===== config.mk =====
export PLATFORM = sky130hd
export DESIGN_NAME = router_nport
export DESIGN_NICKNAME = d
export VERILOG_FILES = /design/src/rtl/router_pkg.sv /design/src/rtl/router_fifo.sv /design/src/rtl/router_nport.sv
export SDC_FILE = /design/constraint.sdc
export NUM_CORES = 1
export LEC_CHECK = 0
export ABC_AREA = 1
export BUFFER_PORTS_ARGS = -buffer_cell sky130_fd_sc_hd__buf_2
export CORE_MARGIN = 1
export CORE_UTILIZATION = 35
export CTS_BUF_LIST = sky130_fd_sc_hd__clkbuf_8
export CTS_CLUSTER_SIZE = 25
export DETAILED_ROUTE_END_ITERATION = 7
export HOLD_SLACK_MARGIN = 0.08
export SETUP_SLACK_MARGIN = 0.3
export SLEW_MARGIN = 10
export SYNTH_ARGS = -nofsm -noshare
export SYNTH_HDL_FRONTEND = slang
export SYNTH_SLANG_ARGS = --single-unit
export TNS_END_PERCENT = 50

===== constraint.sdc =====
create_clock -name clk -period 2.5 [get_ports clk]
set_clock_uncertainty 0.2 [all_clocks]
set_input_delay 0.75 -clock clk [delete_from_list [all_inputs] [get_ports clk]]
set_output_delay 0.75 -clock clk [all_outputs]
set_load 0.005 [all_outputs]

===== src/rtl/router_pkg.sv =====
// Shared types and width helpers for the 1xN packet router.
package router_pkg;

    // Router packet FSM states.
    typedef enum logic [1:0] {
        IDLE = 2'd0,
        LOAD = 2'd1,
        DROP = 2'd2
    } state_e;

    // Bits needed to index n distinct values (at least 1).
    function automatic int idx_w(input int n);
        return (n > 1) ? $clog2(n) : 1;
    endfunction

    // Bits needed to hold the values 0..max_val.
    function automatic int cnt_w(input int max_val);
        return idx_w(max_val + 1);
    endfunction

endpackage


===== src/rtl/router_fifo.sv =====
// Synchronous first-word-fall-through FIFO with flush, one per output port.
// Pointers carry one extra wrap bit to distinguish full from empty.
module router_fifo
    import router_pkg::*;
#(
    parameter int DATA_W     = 8,
    parameter int FIFO_DEPTH = 16
) (
    input  logic              clk,
    input  logic              rstn,
    input  logic              flush,
    input  logic              we,
    input  logic              re,
    input  logic [DATA_W-1:0] wdata,
    output logic [DATA_W-1:0] rdata,
    output logic              full,
    output logic              empty
);

    localparam int PW = idx_w(FIFO_DEPTH);

    logic [PW:0]       wr_ptr_q, wr_ptr_d;
    logic [PW:0]       rd_ptr_q, rd_ptr_d;
    logic [DATA_W-1:0] mem_q [FIFO_DEPTH];
    logic              do_wr, do_rd;

    assign empty = (wr_ptr_q == rd_ptr_q);
    assign full  = (wr_ptr_q[PW] != rd_ptr_q[PW]) &&
                   (wr_ptr_q[PW-1:0] == rd_ptr_q[PW-1:0]);
    assign do_wr = we && !full;
    assign do_rd = re && !empty;
    assign rdata = empty ? '0 : mem_q[rd_ptr_q[PW-1:0]];

    // Pointer next-state; flush wins over any concurrent read or write.
    always_comb begin
        wr_ptr_d = wr_ptr_q;
        rd_ptr_d = rd_ptr_q;
        if (flush) begin
            wr_ptr_d = '0;
            rd_ptr_d = '0;
        end else begin
            if (do_wr) wr_ptr_d = wr_ptr_q + (PW+1)'(1);
            if (do_rd) rd_ptr_d = rd_ptr_q + (PW+1)'(1);
        end
    end

    // Pointer registers with synchronous active-low reset.
    always_ff @(posedge clk) begin
        if (!rstn) begin
            wr_ptr_q <= '0;
            rd_ptr_q <= '0;
        end else begin
            wr_ptr_q <= wr_ptr_d;
            rd_ptr_q <= rd_ptr_d;
        end
    end

    // Storage array; contents are don't-care until written.
    always_ff @(posedge clk) begin
        if (do_wr && !flush) mem_q[wr_ptr_q[PW-1:0]] <= wdata;
    end

endmodule


===== src/rtl/router_nport.sv =====
// Parametrised 1xN packet router: steers framed packets (header, payload,
// parity) into per-port FWFT FIFOs, checks parity and drops bad addresses.
// Optional idle-read flush of output FIFOs is enabled by ROUTER_TIMEOUT_EN.
module router_nport
    import router_pkg::*;
#(
    parameter int DATA_W     = 8,
    parameter int NUM_PORTS  = 4,
    parameter int FIFO_DEPTH = 16,
    parameter int TIMEOUT    = 30
) (
    input  logic                        clk,
    input  logic                        rstn,
    input  logic                        pkt_valid,
    input  logic [DATA_W-1:0]           data_in,
    output logic                        busy,
    output logic                        err,
    input  logic [NUM_PORTS-1:0]        re,
    output logic [NUM_PORTS-1:0]        vld_out,
    output logic [NUM_PORTS*DATA_W-1:0] data_out
);

    localparam int               ADDR_W = idx_w(NUM_PORTS);
    localparam logic [ADDR_W:0]  NP_L   = (ADDR_W+1)'(NUM_PORTS);

    state_e              state_q;
    logic [DATA_W-1:0]   acc_q;
    logic [ADDR_W-1:0]   tgt_q;
    logic                err_q;

    logic [NUM_PORTS-1:0] fifo_we, fifo_full, fifo_empty, flush;
    logic [ADDR_W-1:0]    hdr_addr;
    logic                 hdr_ok, hdr_empty, tgt_full, tgt_flush;

    assign hdr_addr = data_in[ADDR_W-1:0];
    assign hdr_ok   = ({1'b0, hdr_addr} < NP_L);
    assign vld_out  = ~fifo_empty;
    assign err      = err_q;

    // Per-port status lookup for the incoming header and the latched target.
    always_comb begin
        hdr_empty = 1'b0;
        tgt_full  = 1'b0;
        tgt_flush = 1'b0;
        for (int unsigned i = 0; i < NUM_PORTS; i++) begin
            if (hdr_addr == ADDR_W'(i)) hdr_empty = fifo_empty[i];
            if (tgt_q == ADDR_W'(i)) begin
                tgt_full  = fifo_full[i];
                tgt_flush = flush[i];
            end
        end
    end

    // Source backpressure: held header for a busy port, or full target.
    always_comb begin
        busy = 1'b0;
        if (rstn) begin
            case (state_q)
                IDLE:    busy = pkt_valid && hdr_ok && !hdr_empty;
                LOAD:    busy = tgt_full;
                default: busy = 1'b0;
            endcase
        end
    end

    // FIFO write strobes: header on acceptance in IDLE, every accepted byte in LOAD.
    always_comb begin
        fifo_we = '0;
        for (int unsigned i = 0; i < NUM_PORTS; i++) begin
            fifo_we[i] = (state_q == IDLE && pkt_valid && hdr_ok && hdr_empty &&
                          hdr_addr == ADDR_W'(i)) ||
                         (state_q == LOAD && !tgt_full && tgt_q == ADDR_W'(i));
        end
    end

    // Packet FSM with parity accumulator, target latch and registered err.
    // A flush of the target while loading diverts the rest of the packet to
    // DROP; if the flushed cycle carries the parity byte, err fires directly.
    always_ff @(posedge clk) begin
        if (!rstn) begin
            state_q <= IDLE;
            acc_q   <= '0;
            tgt_q   <= '0;
            err_q   <= 1'b0;
        end else begin
            err_q <= 1'b0;
            case (state_q)
                IDLE: begin
                    if (pkt_valid) begin
                        if (!hdr_ok) begin
                            state_q <= DROP;
                        end else if (hdr_empty) begin
                            acc_q   <= data_in;
                            tgt_q   <= hdr_addr;
                            state_q <= LOAD;
                        end
                    end
                end
                LOAD: begin
                    if (!tgt_full) begin
                        if (!pkt_valid) begin
                            err_q   <= tgt_flush || (data_in != acc_q);
                            acc_q   <= '0;
                            state_q <= IDLE;
                        end else begin
                            acc_q <= acc_q ^ data_in;
                            if (tgt_flush) state_q <= DROP;
                        end
                    end else if (tgt_flush) begin
                        state_q <= DROP;
                    end
                end
                DROP: begin
                    if (!pkt_valid) begin
                        err_q   <= 1'b1;
                        state_q <= IDLE;
                    end
                end
                default: state_q <= IDLE;
            endcase
        end
    end

`ifdef ROUTER_TIMEOUT_EN
    localparam int TW = cnt_w(TIMEOUT);

    logic [TW-1:0] cnt_q [NUM_PORTS];
    logic [TW-1:0] cnt_d [NUM_PORTS];

    // Idle-read counters; reaching TIMEOUT flushes that FIFO on the next edge.
    always_comb begin
        for (int unsigned i = 0; i < NUM_PORTS; i++) begin
            flush[i] = (cnt_q[i] == TW'(TIMEOUT));
            if (flush[i] || fifo_empty[i] || re[i]) cnt_d[i] = '0;
            else                                    cnt_d[i] = cnt_q[i] + TW'(1);
        end
    end

    // Counter registers.
    always_ff @(posedge clk) begin
        for (int unsigned i = 0; i < NUM_PORTS; i++) begin
            if (!rstn) cnt_q[i] <= '0;
            else       cnt_q[i] <= cnt_d[i];
        end
    end
`else
    // No automatic flushing in this build.
    always_comb begin
        flush = '0;
    end
`endif

    for (genvar g = 0; g < NUM_PORTS; g++) begin : g_port
        router_fifo #(
            .DATA_W     (DATA_W),
            .FIFO_DEPTH (FIFO_DEPTH)
        ) u_fifo (
            .clk   (clk),
            .rstn  (rstn),
            .flush (flush[g]),
            .we    (fifo_we[g]),
            .re    (re[g]),
            .wdata (data_in),
            .rdata (data_out[g*DATA_W +: DATA_W]),
            .full  (fifo_full[g]),
            .empty (fifo_empty[g])
        );
    end

endmodule


# Word level (Yosys, flattened, before mapping)
# Memory sizes are Yosys's and may differ from the RTL's. A register that Yosys moved wholly into a read port is not among the register bits.
# Index checks and enable logic that the tools add are counted.
dict set report totals {
  n_memories 4
  reg_bits 53
  word_cells 139
  ramBits 512
  output_inout_bits 38
}
# memory depth word_bits read_ports rd_ports_with_merged_regs write_ports line_no
set memory_table {}
lappend memory_table {{g_port[0].u_fifo.mem_q} 16 8 1 1 1 router_fifo.sv:24} ;# logic [DATA_W-1:0] mem_q [FIFO_DEPTH];
lappend memory_table {{g_port[1].u_fifo.mem_q} 16 8 1 1 1 router_fifo.sv:24}
lappend memory_table {{g_port[2].u_fifo.mem_q} 16 8 1 1 1 router_fifo.sv:24}
lappend memory_table {{g_port[3].u_fifo.mem_q} 16 8 1 1 1 router_fifo.sv:24}
dict set report op_classes {
  addsub 8
  bitwise_logic 2
  reduce_logical 45
  n_mux 44
  eq_ne 24
}
# op n
set ops {}
lappend ops {{8-bit two-way mux} 8}
lappend ops {{5-bit by 1-bit adder with 5-bit output, second input constant} 8}
lappend ops {{4-bit two-way mux} 8}
lappend ops {{1-bit logical AND} 24}
lappend ops {{5-bit == test} 4}
lappend ops {{1-bit two-way mux} 20}
lappend ops {{4-bit == test} 4}
lappend ops {{8-bit case mux with 2 select lines} 1}
lappend ops {{2-bit == test, second input constant} 5}
lappend ops {{1-bit zero test} 10}
lappend ops {{2-bit two-way mux} 4}
lappend ops {{8-bit inequality test} 1}
lappend ops {{8-bit XOR} 1}
lappend ops {{2-bit by 1-bit == test with 1-bit output, second input constant} 3}
lappend ops {{2-bit zero test} 3}
lappend ops {{2-bit inequality test, second input constant} 3}
lappend ops {{2-bit case mux with 3 select lines} 1}
lappend ops {{3-bit AND reduction} 2}
lappend ops {{1-bit logical OR} 4}
lappend ops {{1-bit inequality test} 4}
lappend ops {{4-bit NOT} 1}
lappend ops {{1-bit case mux with 2 select lines} 2}
lappend ops {{4-bit AND reduction} 1}
lappend ops {{2-bit nonzero test} 1}

# Logic depth before layout (Yosys ltp)
# Gate-level depths: netlist of run 1.
dict set report depth {
  word_depth 13
  depth_mapped 14
  depth_no_buf 12
}

# By module
# From an unflattened synthesis of run 1, not the netlist that was laid out.
dict set report hier_totals {
  cells_unflattened 2727
  hier_area_um2 26162.6
}
# mod cells_each seq_area_each_um2 n_inst area_per_inst_um2
set by_module_without_submodules {}
lappend by_module_without_submodules {{router_fifo (g_port[2].u_fifo ...)} 649 4124.0 2 6316.1}
lappend by_module_without_submodules {{router_fifo (g_port[1].u_fifo)} 649 4124.0 1 6321.1}
lappend by_module_without_submodules {{router_fifo (g_port[0].u_fifo)} 649 4124.0 1 6319.8}
lappend by_module_without_submodules {router_nport 131 240.2 1 889.6}

# Least setup slack after synthesis of run 1
# OpenSTA, ideal clock, no wires.
dict set report synth_path {
  path_type {input -> register}
  start {in data_in[0]}
  end {mem g_port[0].u_fifo.mem_q[3][0], enable pin}
  slack_ps -126
  path_buffers 0
  setup_ps 370
  required_time_ps 1930
  cell_stages 8
  t_arrival_ps 2056
  path_cell_list {inv_1 nor2_1 nand4_1 nand4_4 nand3_4 nand2_4 nand2_1 nor2_1}
}
dict set report synth_via {
  elab_chain_len 11
}
# item line_no
set synth_rtl {}
lappend synth_rtl {{start, declared} router_nport.sv:15} ;# input logic [DATA_W-1:0] data_in,
lappend synth_rtl {{2-bit zero test} {router_nport.sv:46, router_nport.sv:71}}
lappend synth_rtl {{1-bit two-way mux (4 in series)} router_nport.sv:46} ;# if (hdr_addr == ADDR_W'(i)) hdr_empty = fifo_empty[i];
lappend synth_rtl {{1-bit logical AND} router_nport.sv:70} ;# fifo_we[i] = (state_q == IDLE && pkt_valid && hdr_ok && hdr_empty &&
lappend synth_rtl {{1-bit logical AND *} router_nport.sv:70}
lappend synth_rtl {{1-bit logical OR *} router_nport.sv:71} ;# hdr_addr == ADDR_W'(i)) ||
lappend synth_rtl {{1-bit logical AND *} router_fifo.sv:30} ;# assign do_wr = we && !full;
lappend synth_rtl {{1-bit two-way mux *} router_fifo.sv:60} ;# if (do_wr && !flush) mem_q[wr_ptr_q[PW-1:0]] <= wdata;
lappend synth_rtl {{1-bit two-way mux (implied by the code) *} router_fifo.sv:60}
lappend synth_rtl {{end, declared} router_fifo.sv:24}
# Every way passes the cells marked *; elsewhere a longest branch is shown, timed or not.

==> impl_metrics.json, run 1 <==
{
  "gp_congestion": 0.817,
  "grt_max_degree": 66,
  "first_pass_iters": 5,
  "setup_tns_ps": -33070,
  "syn_area_mm2": 0.0245,
  "clkPwrFrac_pct": 30.6,
  "vdd_drop_max_uv": 346,
  "p_leak_nw": 10.9,
  "synthArstFlopShare_pct": 0,
  "num_rows": 96,
  "grt.overflow.total": 0,
  "syn_to_final_growth_pct": 27.5,
  "status": "finished with violations",
  "place_inst": 2988,
  "yosysUniqueCellTypes": 37,
  "seqPwrFrac_pct": 41.6,
  "hold_ws_ps": 267,
  "drv_slew": 0,
  "fin_crit_sh_pct": 130,
  "cts_hold_buf": 0,
  "dr_total_vias": 16100,
  "slew_headroom_pct": 57.9,
  "timing.final.crit_period_ps": 3250,
  "cts-htree-levels": 3,
  "tightestPinTransition_ps": 632,
  "critPathMaxFanout": 8,
  "synth_area_leaders": "edfxtp_1 (63%), dfxtp_1 (5.6%), mux2i_1 (5.2%)",
  "instances_no_fill": 3219,
  "ys.flop_type": "edfxtp_1",
  "drc_errors": 0,
  "die_w_um": 266,
  "antenna_found_initial": 3,
  "max_freq_mhz": 308,
  "worst-setup-path-type": "reg -> out",
  "die_y_um": 266,
  "avgSynthCellArea_um2": 12.7,
  "wl_per_cell_um": 19.4,
  "core_area_mm2": 0.0688,
  "power_mw": 26.5,
  "ant_nets": 0,
  "clock-root-buffer": "clkbuf_8",
  "setup_slack_ps": -747,
  "syn_inst": 1927,
  "cts_tree": "yes",
  "drt-total-wl_um": 62400,
  "p_sw_share_pct": 30.0,
  "internal_power_mw": 18.5,
  "synth_fp_nets": 1962,
  "holdCritPathClass": "in -> reg",
  "synthTopCellsByCount": "edfxtp_1 (512), a21oi_1 (202), inv_1 (178)",
  "ys_ff_latch": 580,
  "clock_latency_ps": 720,
  "cts_sinks": 580,
  "yosysTopAreaCellShare_pct": 62.8,
  "synth-edff-count": 512,
  "dr.first_iter.drc_count": 1047,
  "grt_pass1_vias": 16500,
  "cp.required_ps": 1550,
  "crit_path_end_kind": "output port",
  "finalHoldViolations": 0,
  "grt_first_pass_wirelength_um": 95600,
  "drive_gt1_share_pct": 30.0,
  "port_buffers": 52,
  "critPathLaunchType": "flop",
  "cts_buffers": 90,
  "via_per_inst": 4.99,
  "p_comb_share_pct": 27.8,
  "dieArea_mm2": 0.0710,
  "cts_buffer_depth": 3,
  "p_sw_mw": 7.93,
  "seq_area_frac_synth_pct": 68.4,
  "start_util_pct": 35.5,
  "synth.most_common_cell": "edfxtp_1",
  "nets": 2250,
  "synth_top_area_cell": "edfxtp_1",
  "drv_cap": 0,
  "violations": "setup timing",
  "clkTransAtPathRegs_ps": 60,
  "rsz0062_at_grt": "true",
  "setup_viol": 283,
  "num_io_pins": 53,
  "ys_warn_count": 0,
  "track_usage_pct": 17.7,
  "cp_data_arrival_time_ps": 2300,
  "hpwlAfterDp_um": 38100,
  "p_per_area_mw_per_mm2": 848
}
-- kinds of logic after synthesis --
group                    after synthesis  share of synthesized area [%]
flip-flops                           580                           68.4
AO/OA/AOI/OAI                        479                           11.2
AND/OR/NAND/NOR                      395                           8.36
buffers and inverters                298                           4.85
multiplexers                         128                           5.24
XOR/XNOR                              27                          0.966
adder cells (fa/ha/maj)               20                           1.02
-- path summary, 6_finish.rpt --
path	depth (start not counted)	slack, ps	endpoint	from
worst min register to register	2	290	g_port[1].u_fifo.rd_ptr_q[2]	g_port[1].u_fifo.rd_ptr_q[2]
worst min-delay path	3	270	g_port[1].u_fifo.rd_ptr_q[0]	re[1]
worst max register to register	15	-90	g_port[2].u_fifo.mem_q[3][1]	g_port[2].u_fifo.rd_ptr_q[1]
worst max-delay path	7	-750	data_out[11]	flop
-- power by group through the flow --
stage / Clock (mW) / Combinational, mW / Sequential, mW
after floorplan: 0 / 3.38 / 11.0
after global placement: 0 / 5.50 / 11.1
after detailed placement: 0 / 5.58 / 11.2
after CTS: 8.24 / 7.02 / 11.0
after global routing: 8.66 / 7.90 / 11.0
final: 8.09 / 7.36 / 11.0
-- final cells by class --
class	instances	area (µm²)
Tap cell	931	1160
Fill cell	6001	37600
Clock inverter	67	513
Inverter	199	778
Sequential cell	580	16800
Timing Repair Buffer	295	3110
Multi-Input combinational cell	1049	7500
Clock buffer	97	1340
Antenna cell	1	2.50
-- layout by cell type (no fill, tap or decap), types with 78 or more instances in the layout --
cell,Yosys,layout
mux2i_1,128,125
o21ai_0,144,78
clkbuf_8,0,97
nand3_1,105,99
buf_4,6,162
edfxtp_1,512,512
nand2_1,105,93
a21oi_1,202,140
inv_1,178,192
o211ai_1,129,129
-- stage by stage --
step	setup WS, ps	area, µm²	utilization (%)
floorplan	101	25000	-
global placement	-347	27700	40.2
detailed placement	-361	27700	40.2
CTS	-807	30800	44.8
global route	-864	31200	45.3
finish	-747	31200	45.3
-- routing by layer --
layer	part of all wire (%)	global-route usage [%]	wire length, µm
met5	0	0	0
met3	4.8	2.65	3020
met4	2.8	7.05	1770
met1	42	22.2	26300
met2	50	30.7	31400
-- registers in the layout, summed over array words and instances, names as in the netlist, named ones only --
signal                  cells
err                         1
g_port.u_fifo.rd_ptr_q     20
g_port.u_fifo.mem_q       512
g_port.u_fifo.wr_ptr_q     20
acc_q                       8
state_q                     1
tgt_q                       2
-- critical path, stage by stage, from the launching register on --
cell and delay [ps]:
dfxtp_4 470, buf_12 170, buf_16 130, mux2i_1 70
o211ai_1 210, nand3_1 170, a21oi_2 230, buf_2 140
-- what timing repair did --
action                                  4_1_cts  5_1_grt
gates cloned                                 19        5
setup buffers                                32       10
endpoints found under the hold margin         0        0
pin swaps                                   114       63
endpoints found under the setup margin      559      585
gates resized for setup                     214       54
(Power assumes the default switching activity.)
==> run 2: changes to the inputs <==
- ABC_AREA: 1 -> 0
==> run 2 against run 1 <==
Effect of this change: the run ends with DRC, setup timing left; via count down 22%; worst setup slack worse by 330 ps; non-clock buffer count down 8; register-to-register slack worse by 80 ps; core utilization up 0.42 points; final cell count down 22%; sequential share of layout area up 1.7 points; critical path depth down 1; highest routed layer is now met5.
==> impl_metrics.json, run 2 <==
{
  "holdCritPathClass": "in -> reg",
  "cts-htree-levels": 3,
  "synth_compound_area_share_pct": 2.58,
  "p_comb_share_pct": 15.9,
  "worstReg2RegStart": "g_port[1].u_fifo.wr_ptr_q[1]",
  "p_leak_nw": 9.98,
  "cts_tree": "yes",
  "finalHoldViolations": 0,
  "dieArea_mm2": 0.0681,
  "setup_viol": 264,
  "drt-total-wl_um": 53200,
  "n_fill_cell": 5600,
  "place_ws_ps": -746,
  "max_freq_mhz": 280,
  "slew_headroom_pct": 48.8,
  "worst-setup-path-type": "reg -> out",
  "dr_total_vias": 12500,
  "cts_buffer_depth": 3,
  "avgSynthCellArea_um2": 18.9,
  "holdPathEnd": "g_port[3].u_fifo.rd_ptr_q[1]",
  "regToRegSetupSlack_ps": -170,
  "first_pass_iters": 7,
  "clock-root-buffer": "clkbuf_8",
  "crit_path_end_kind": "output port",
  "synthTopCellsByCount": "edfxtp_1 (512), mux4_2 (152), dfxtp_1 (68)",
  "gp_congestion": 0.804,
  "nets": 1595,
  "die_w_um": 261,
  "internal_power_mw": 16.6,
  "synth-xor-area-share_pct": 1.97,
  "grt_first_pass_wirelength_um": 80200,
  "grt.overflow.total": 0,
  "die_y_um": 261,
  "p_sw_share_pct": 24.0,
  "timing.final.crit_period_ps": 3570,
  "violations": "DRC, setup timing",
  "cpPeakStageDelay_ps": 540,
  "synth_area_leaders": "edfxtp_1 (66%), mux4_2 (15%), dfxtp_1 (5.8%)",
  "track_usage_pct": 15.9,
  "grt_max_degree": 66,
  "crit_family": "multiplexers",
  "drive_gt1_share_pct": 44.3,
  "path_buf_inv": 3,
  "ys_ff_latch": 580,
  "wl_per_cell_um": 21.3,
  "clkTransAtPathRegs_ps": 60,
  "synth_top_area_cell": "edfxtp_1",
  "largest_register_ffs": 512,
  "synth.most_common_cell": "edfxtp_1",
  "layout_common_cells": "edfxtp_1 (512), mux4_2 (152), buf_4 (119)",
  "rsz0062_at_grt": "true",
  "hold_ws_ps": 228,
  "r2r_end": "g_port[1].u_fifo.mem_q[1][3]",
  "seq_area_frac_synth_pct": 71.3,
  "ys.flop_type": "edfxtp_1",
  "via_per_inst": 5.01,
  "p_sw_mw": 5.25,
  "cp_data_arrival_time_ps": 2620,
  "grt_pass1_vias": 13200,
  "setup_slack_ps": -1070,
  "port_buffers": 52,
  "hold_start": "re[3]",
  "syn_to_final_growth_pct": 28.9,
  "status": "finished with violations",
  "cp_cell_sequence": "buf_6 > buf_16 > mux4_2 > mux4_2 > and2_4 > buf_6",
  "cts_sinks": 580,
  "antenna_found_initial": 2,
  "critPathMaxFanout": 8,
  "dr.first_iter.drc_count": 699,
  "hpwlAfterDp_um": 32500,
  "clkPwrFrac_pct": 34.9,
  "vdd_drop_max_uv": 399,
  "hold_depth": 3,
  "drv_cap": 0,
  "yosysUniqueCellTypes": 56,
  "tightestPinTransition_ps": 768,
  "muxShareOfSynthArea_pct": 15.1,
  "synth_adder_area_share_pct": 1.07,
  "cp.required_ps": 1550,
  "ys_warn_count": 0,
  "p_per_area_mw_per_mm2": 724,
  "core_area_mm2": 0.0661,
  "synth_fp_nets": 1278,
  "cts_buffers": 92,
  "synth_simple_gate_area_share_pct": 6.40,
  "fin_crit_sh_pct": 143,
  "clock_latency_ps": 680,
  "yosysTopAreaCellShare_pct": 65.5,
  "ant_nets": 0,
  "synth-edff-count": 512,
  "syn_inst": 1243,
  "seqPwrFrac_pct": 49.2,
  "drv_slew": 0,
  "instances_no_fill": 2495,
  "drc_errors": 2,
  "num_rows": 94,
  "synthArstFlopShare_pct": 0,
  "final_common_cell": "edfxtp_1",
  "r2r_cells": 11,
  "critPathLaunchType": "flop",
  "cp_slowest_cell": "mux4_2",
  "start_util_pct": 35.5,
  "place_inst": 2294,
  "syn_area_mm2": 0.0235,
  "post-route-util_pct": 45.7,
  "num_io_pins": 53,
  "synth_top_family_by_area": "multiplexers"
}
## run 2: tightest hold or removal path, stage by stage
cell,delay (ps)
buf_2,130
nand3_1,70
a21boi_0,100
## run 2: stage by stage
| step | total power [mW] | instance area, µm² | setup TNS [ps] |
|---|---|---|---|
| 2_1_floorplan | 12.6 | 24100 | -5440 |
| 3_3_place_gp | 13.7 | 27200 | -175750 |
| 3_5_place_dp | 13.7 | 27200 | -179080 |
| 4_1_cts | 21.9 | 29700 | -42190 |
| 5_1_grt | 22.8 | 30200 | -92320 |
| 6_report | 21.9 | 30200 | -51650 |
## run 2: metal layers
metal / global-route usage, % / part of all wire (%) / vias to the layer above
met5: 0 / 0.021 / -
met1: 20.6 / 42 / 6505
met3: 2.93 / 4.6 / 89
met2: 26.6 / 51 / 282
met4: 6.25 / 2.7 / 2
li1: - / - / 5620
## run 2: cell type report
| type | count | area (µm²) | share of cell area (%) |
|---|---|---|---|
| Multi-Input combinational cell | 581 | 7340 | 24.3 |
| Inverter | 18 | 70.1 | 0.232 |
| Clock buffer | 96 | 1320 | 4.37 |
| Tap cell | 864 | 1080 | 3.58 |
| Timing Repair Buffer | 287 | 3240 | 10.7 |
| Clock inverter | 68 | 407 | 1.34 |
| Antenna cell | 1 | 2.50 | 0.00828 |
| Sequential cell | 580 | 16800 | 55.5 |
## run 2: cell families (layout without fill, tap and decap cells)
family                     after synthesis  count (layout)
DFF                                    580             580
and+or+nand+nor                        266             266
muxes                                  163             163
buffers and inverters                   82             469
AOI/OAI and AO/OA                       80              80
xor gates and xnor gates                52              52
adders and majority gates               20              20
other                                    0               1
## run 2: how the worst max path moves through the flow
stage,end,startpoint,slack (ps),cells past startpoint
6_report,data_out[3],flop,-1070,6
3_3_place_gp,busy,data_in[0],-720,9
5_1_grt,data_out[9],flop,-1170,5
3_5_place_dp,busy,data_in[0],-750,9
4_1_cts,data_out[8],flop,-1160,5
2_1_floorplan,busy,data_in[0],-240,6
## run 2: power by group through the flow
stage,clock [mW],combinational (mW),sequential (mW)
2_1_floorplan,0,1.69,10.9
3_3_place_gp,0,2.78,10.9
3_5_place_dp,0,2.81,10.9
4_1_cts,7.85,3.24,10.8
5_1_grt,8.28,3.72,10.8
6_report,7.64,3.48,10.8
## run 2: what timing repair did
action                     CTS  global route
pin swaps                   58            36
setup endpoints to repair  569           600
gates cloned                 5             2
hold buffers                 0             0
gates resized for setup    125            92
buffers inserted            19            10
